File: src/rtl/game_sequencer.sv
`default_nettype none
// ============================================================================
// Module   : game_sequencer
// Brief    : Game-state sequencer: IDLE/PLAY/PAUSE/OVER, lives, immunity, levels.
// Revision : 1.0
// ============================================================================
module game_sequencer #(
  parameter int LIVES_INIT      = 3,
  parameter int INVULN_TICKS    = 32,
  parameter int KILLS_PER_LEVEL = 16
) (
  input  logic       clk,
  input  logic       rst,
  input  logic       tick,
  input  logic       start,
  input  logic       pause,
  input  logic       hit,
  input  logic       kill,
  output logic [1:0] state,
  output logic       play_en,
  output logic       clear,
  output logic [1:0] lives,
  output logic [2:0] level,
  output logic       invuln,
  output logic [5:0] spawn_div
);

  typedef enum logic [1:0] {
    S_IDLE  = 2'd0,
    S_PLAY  = 2'd1,
    S_PAUSE = 2'd2,
    S_OVER  = 2'd3
  } state_t;

  localparam logic [1:0] C_LIVES_INIT = 2'(LIVES_INIT);
  localparam logic [5:0] C_INVULN     = 6'(INVULN_TICKS);
  localparam logic [5:0] C_KILL_LAST  = 6'(KILLS_PER_LEVEL - 1);

  logic [2:0] r_start_sync;
  logic [2:0] r_pause_sync;
  logic [1:0] r_settle;
  logic       r_start_arm;
  logic       r_pause_arm;

  state_t     r_state, w_state_nxt;
  logic [1:0] r_lives, w_lives_nxt;
  logic [2:0] r_level, w_level_nxt;
  logic [5:0] r_kills, w_kills_nxt;
  logic [5:0] r_imm, w_imm_nxt;
  logic       r_clear, w_clear_nxt;

  logic w_start_rise;
  logic w_pause_rise;
  logic w_hit_ok;

  // A rise only counts once the synchronizer has shown the input low after
  // reset, so a button held through reset release never fires.
  always_ff @(posedge clk or negedge rst) begin
    if (!rst) begin
      r_start_sync <= 3'b000;
      r_pause_sync <= 3'b000;
      r_settle     <= 2'b00;
      r_start_arm  <= 1'b0;
      r_pause_arm  <= 1'b0;
    end else begin
      r_start_sync <= {r_start_sync[1:0], start};
      r_pause_sync <= {r_pause_sync[1:0], pause};
      r_settle     <= {r_settle[0], 1'b1};
      if (r_settle[1] && !r_start_sync[1]) r_start_arm <= 1'b1;
      if (r_settle[1] && !r_pause_sync[1]) r_pause_arm <= 1'b1;
    end
  end

  assign w_start_rise = r_start_sync[1] & ~r_start_sync[2] & r_start_arm;
  assign w_pause_rise = r_pause_sync[1] & ~r_pause_sync[2] & r_pause_arm;
  assign w_hit_ok     = hit & (r_imm == 6'd0);

  always_ff @(posedge clk or negedge rst) begin
    if (!rst) begin
      r_state <= S_IDLE;
      r_lives <= 2'd0;
      r_level <= 3'd0;
      r_kills <= 6'd0;
      r_imm   <= 6'd0;
      r_clear <= 1'b0;
    end else begin
      r_state <= w_state_nxt;
      r_lives <= w_lives_nxt;
      r_level <= w_level_nxt;
      r_kills <= w_kills_nxt;
      r_imm   <= w_imm_nxt;
      r_clear <= w_clear_nxt;
    end
  end

  always_comb begin
    w_state_nxt = r_state;
    w_lives_nxt = r_lives;
    w_level_nxt = r_level;
    w_kills_nxt = r_kills;
    w_imm_nxt   = r_imm;
    w_clear_nxt = 1'b0;
    unique case (r_state)
      S_IDLE: begin
        if (w_start_rise) begin
          w_state_nxt = S_PLAY;
          w_lives_nxt = C_LIVES_INIT;
          w_level_nxt = 3'd0;
          w_kills_nxt = 6'd0;
          w_imm_nxt   = 6'd0;
          w_clear_nxt = 1'b1;
        end
      end
      S_PLAY: begin
        // A fatal hit ends the game outright: same-cycle kills and pause are dropped.
        if (w_hit_ok && (r_lives == 2'd1)) begin
          w_lives_nxt = 2'd0;
          w_state_nxt = S_OVER;
        end else begin
          if (w_hit_ok) begin
            w_lives_nxt = r_lives - 2'd1;
            w_imm_nxt   = C_INVULN;
          end else if (tick && (r_imm != 6'd0)) begin
            w_imm_nxt = r_imm - 6'd1;
          end
          if (kill) begin
            if (r_kills == C_KILL_LAST) begin
              w_kills_nxt = 6'd0;
              if (r_level != 3'd7) w_level_nxt = r_level + 3'd1;
            end else begin
              w_kills_nxt = r_kills + 6'd1;
            end
          end
          if (w_pause_rise) w_state_nxt = S_PAUSE;
        end
      end
      S_PAUSE: begin
        if (w_pause_rise) w_state_nxt = S_PLAY;
      end
      S_OVER: begin
        if (w_start_rise) w_state_nxt = S_IDLE;
      end
    endcase
  end

  assign state     = r_state;
  assign play_en   = (r_state == S_PLAY);
  assign clear     = r_clear;
  assign lives     = r_lives;
  assign level     = r_level;
  assign invuln    = (r_imm != 6'd0);
  assign spawn_div = 6'd40 - {1'b0, r_level, 2'b00};

endmodule
`default_nettype wire

File: config.mk
export PLATFORM = sky130hd
export DESIGN_NAME = game_sequencer
export DESIGN_NICKNAME = d
export VERILOG_FILES = /design/src/rtl/game_sequencer.sv
export SDC_FILE = /design/constraint.sdc
export NUM_CORES = 1
export LEC_CHECK = 0
export BUFFER_PORTS_ARGS = -buffer_cell sky130_fd_sc_hd__buf_2
export CELL_PAD_IN_SITES_DETAIL_PLACEMENT = 2
export CELL_PAD_IN_SITES_GLOBAL_PLACEMENT = 2
export CORE_MARGIN = 2
export CORE_UTILIZATION = 30
export CTS_CLUSTER_DIAMETER = 60
export DETAILED_ROUTE_END_ITERATION = 16
export PLACE_DENSITY = 0.77
export SLEW_MARGIN = 0
export SYNTH_ARGS = -nofsm -noshare
export SYNTH_HDL_FRONTEND = slang
export SYNTH_SLANG_ARGS = --single-unit
File: constraint.sdc
create_clock -name clk -period 2.7 [get_ports clk]
set_input_delay 0.135 -clock clk [delete_from_list [all_inputs] [get_ports clk]]
set_output_delay 0.135 -clock clk [all_outputs]
set_load 0.02 [all_outputs]
==> results.yml <==
worst_setup_path:
  ff2ff_path_depth: 6
  r2r_slack_ps: 310
  worst_ep_arrival_time_ps: 2540
  cp_max_fo: 9
  worstSetupStartpointType: "flop"
  slowest_delay_ps: 650
  crit_path_cell_trace: "inv_1 > ha_1 > or4b_1 > o211ai_2 > a2111oi_2 > mux2_2"
  crit_slowest_cell: "or4b_1"
  crit_path_end_kind: "flop"
  criticalPathCategory: "reg2reg"
  required_ps: 2860
  r2r-start: "r_imm[0]"
  r2r-end: "level[0]"
die:
  fp.dieW_um: 76.4
  die_y_um: 76.4
  initial_core_util_pct: 31.0
  row_count: 26
  core_area_sq_um: 5070
  io_pins: 23
  die-area_sq_um: 5840
timing:
  slew_headroom_pct: 54.2
  rsz0062_at_grt: "no"
  tightest_slew_ps: 686
  setup_tns_ps: 0
  fin_skew_ps: 8.12
  hold_viol: 0
  period_share_pct: 88.4
  setup_violations: 0
  min_period_ps: 2390
  fmax_mhz: 419
  timing.final.ws_setup_ps: 314
  maxSlewViolCount: 0
route:
  drc_errors: 0
  via_count: 1267
  antenna_left: 0
  wl_per_cell_um: 16.3
  drt-total-wl_um: 4030
  firstDrtPassIters: 4
  routed_via_density: 5.13
  drt_iter0_drc: 66
pwr:
  sw_frac_of_total_pct: 42.0
  internal_power_uw: 1350
  p_seq_share_pct: 30.0
  p_per_area_nw_per_um2: 1220
  power.leakage_uw: 0.000875
  irDropWorstVdd_mv: 0.493
  combPwrFrac_pct: 45.6
  clkPwrFrac_pct: 24.4
  p_sw_uw: 978
synth:
  syn_area_per_cell_sq_um: 10.3
  synth-edff-count: 0
  synth_top_area_share_pct: 47.7
  yosys-top-cells-area: "dfrtp_1 48%, ha_1 4.8%, o21ai_0 3.2%"
  synth_flop_cell: "dfrtp_1"
  synth_cells: 152
  ys_ff_latch: 30
  synth_cell_type_count: 48
  ys_warn_count: 0
  syn_area_sq_um: 1570
  synth_most_common_cell: "dfrtp_1"
  ys_top_cells_by_count: "30 x dfrtp_1, 12 x inv_1, 10 x o21ai_0, 9 x nand3_1, 9 x nor2_1"
  async_flop_share_pct: 100
  post-synth-top-area-cell: "dfrtp_1"
  synth_seq_area_share_pct: 47.7
finish:
  fillCellCount: 585
  drive_gt1_share_pct: 20.9
  antenna_cells: 0
  num-nets-final: 189
  area_growth_pct: 21.0
clock_network:
  clockBufferDepth: 2
  clk_pin_slew_ps: 70
  ctsHtreeMaxLevel: 2
  post-cts-setup-buffers: 0
  cts_buffers: 5
  root_buffer: "clkbuf_8"
  cts.sinks: 30
  clk_latency_ps: 280
  cts_tree: "built"
outcome:
  status: "finished clean"
worst_hold_path:
  min_path_type: "in2reg"
  hold_end: "r_imm[0]"
  min_path_cells: 3
  min_from: "tick"
place:
  place_ws_ps: 349
  gp_congestion: 0.821
  hpwl_um: 2910
  io_buffers: 20
global_route:
  overflow: 0
  grt_pass1_wl_um: 6900
  antenna_found_initial: 0
  grt_max_degree: 31
  grt_pass1_vias: 1396
  grt_usage_pct: 14.9
run:
  max-cap-violations: 0
## worst max-delay path: cells and delay by family (launching register included)
family	cells	cell delay (ps)
DFF	1	380
adders and majority gates	1	220
muxes	1	290
buffers and inverters	1	120
and+or+nand+nor	1	650
AOI/OAI and AO/OA	2	600
## registers in the layout (all words and copies together) (netlist names)
signal	cells
r_pause_sync	3
r_start_arm	1
state	2
r_settle	2
clear	1
r_imm	6
r_kills	6
lives	2
r_pause_arm	1
r_start_sync	3
level	3
## layout by cell type (no fill, tap or decap), types with 2 or more instances in the layout
| cell | synthesis | layout |
|---|---|---|
| a211oi_1 | 2 | 2 |
| a21o_1 | 2 | 2 |
| a21oi_1 | 3 | 3 |
| a22o_1 | 3 | 3 |
| a22oi_1 | 2 | 2 |
| a31oi_1 | 2 | 2 |
| a32o_1 | 3 | 3 |
| buf_2 | 3 | 20 |
| buf_4 | 3 | 2 |
| bufinv_16 | 0 | 2 |
| clkbuf_8 | 0 | 6 |
| conb_1 | 2 | 3 |
| dfrtp_1 | 30 | 30 |
| dlygate4sd3_1 | 0 | 3 |
| ha_1 | 6 | 6 |
| inv_1 | 12 | 12 |
| nand2_1 | 7 | 7 |
| nand2b_1 | 4 | 4 |
| nand3_1 | 9 | 9 |
| nand3b_1 | 2 | 2 |
| nor2_1 | 9 | 9 |
| nor2b_1 | 3 | 3 |
| nor3_1 | 2 | 2 |
| o211a_1 | 2 | 2 |
| o211ai_1 | 2 | 2 |
| o21ai_0 | 10 | 10 |
| o21ai_1 | 2 | 2 |
| o22ai_1 | 2 | 2 |
## power groups by stage
stage | clock network, uW | registers (uW) | logic (uW)
CTS | 585 | 701 | 1080
global route | 611 | 723 | 1170
global placement | 0 | 695 | 1010
finish | 568 | 700 | 1060
floorplan | 0 | 702 | 752
detailed placement | 0 | 706 | 1060
## stage by stage
stage	instance area [sq um]	power (uW)	cells	hold slack (ps)	utilization [%]
after floorplan	1580	1450	153	-161	-
after global placement	1730	1700	236	210	34.1
after detailed placement	1730	1770	236	222	34.1
after CTS	1900	2360	247	174	37.5
after global routing	1900	2500	247	186	37.5
final	1900	2330	247	176	37.5
## worst max path at each step
stage                           to  cells after the start  startpoint
after global placement    level[0]                      6    r_imm[0]
after floorplan           r_imm[4]                      7    r_imm[0]
final                     level[0]                      6    r_imm[0]
after detailed placement  level[0]                      6    r_imm[0]
after CTS                 level[0]                      6    r_imm[0]
after global routing      level[0]                      6    r_imm[0]
## final cells by class
type	count	area [sq um]	share of cell area (%)
clock buffers	6	82.6	4.34
clock inverters	2	60.1	3.16
inverters	12	45.0	2.37
multi-input cells	102	732	38.5
flip-flops and latches	30	751	39.4
well taps	70	87.6	4.60
repair buffers	25	145	7.63
## metal layers
metal	GRT usage [%]	part of all wire (%)	vias to the layer above
li1	-	-	598
met1	17.0	41	641
met2	26.6	54	19
met3	3.91	3.0	9
met4	5.64	1.8	0
met5	0	0	-
## what timing repair did
item                                   4_1_cts  5_1_grt
gates resized for setup                      0        0
hold buffers                                 3        0
endpoints found under the hold margin       32        0
## kinds of logic after synthesis
family,Yosys count,share of synthesized area (%)
AOI/OAI and AO/OA,46,23.7
and+or+nand+nor,44,15.4
DFF,30,47.7
buffers and inverters,21,5.97
adders and majority gates,6,4.77
other,2,0.478
muxes,2,1.35
xor gates and xnor gates,1,0.557
No activity file was read; power rests on OpenSTA's default activity.
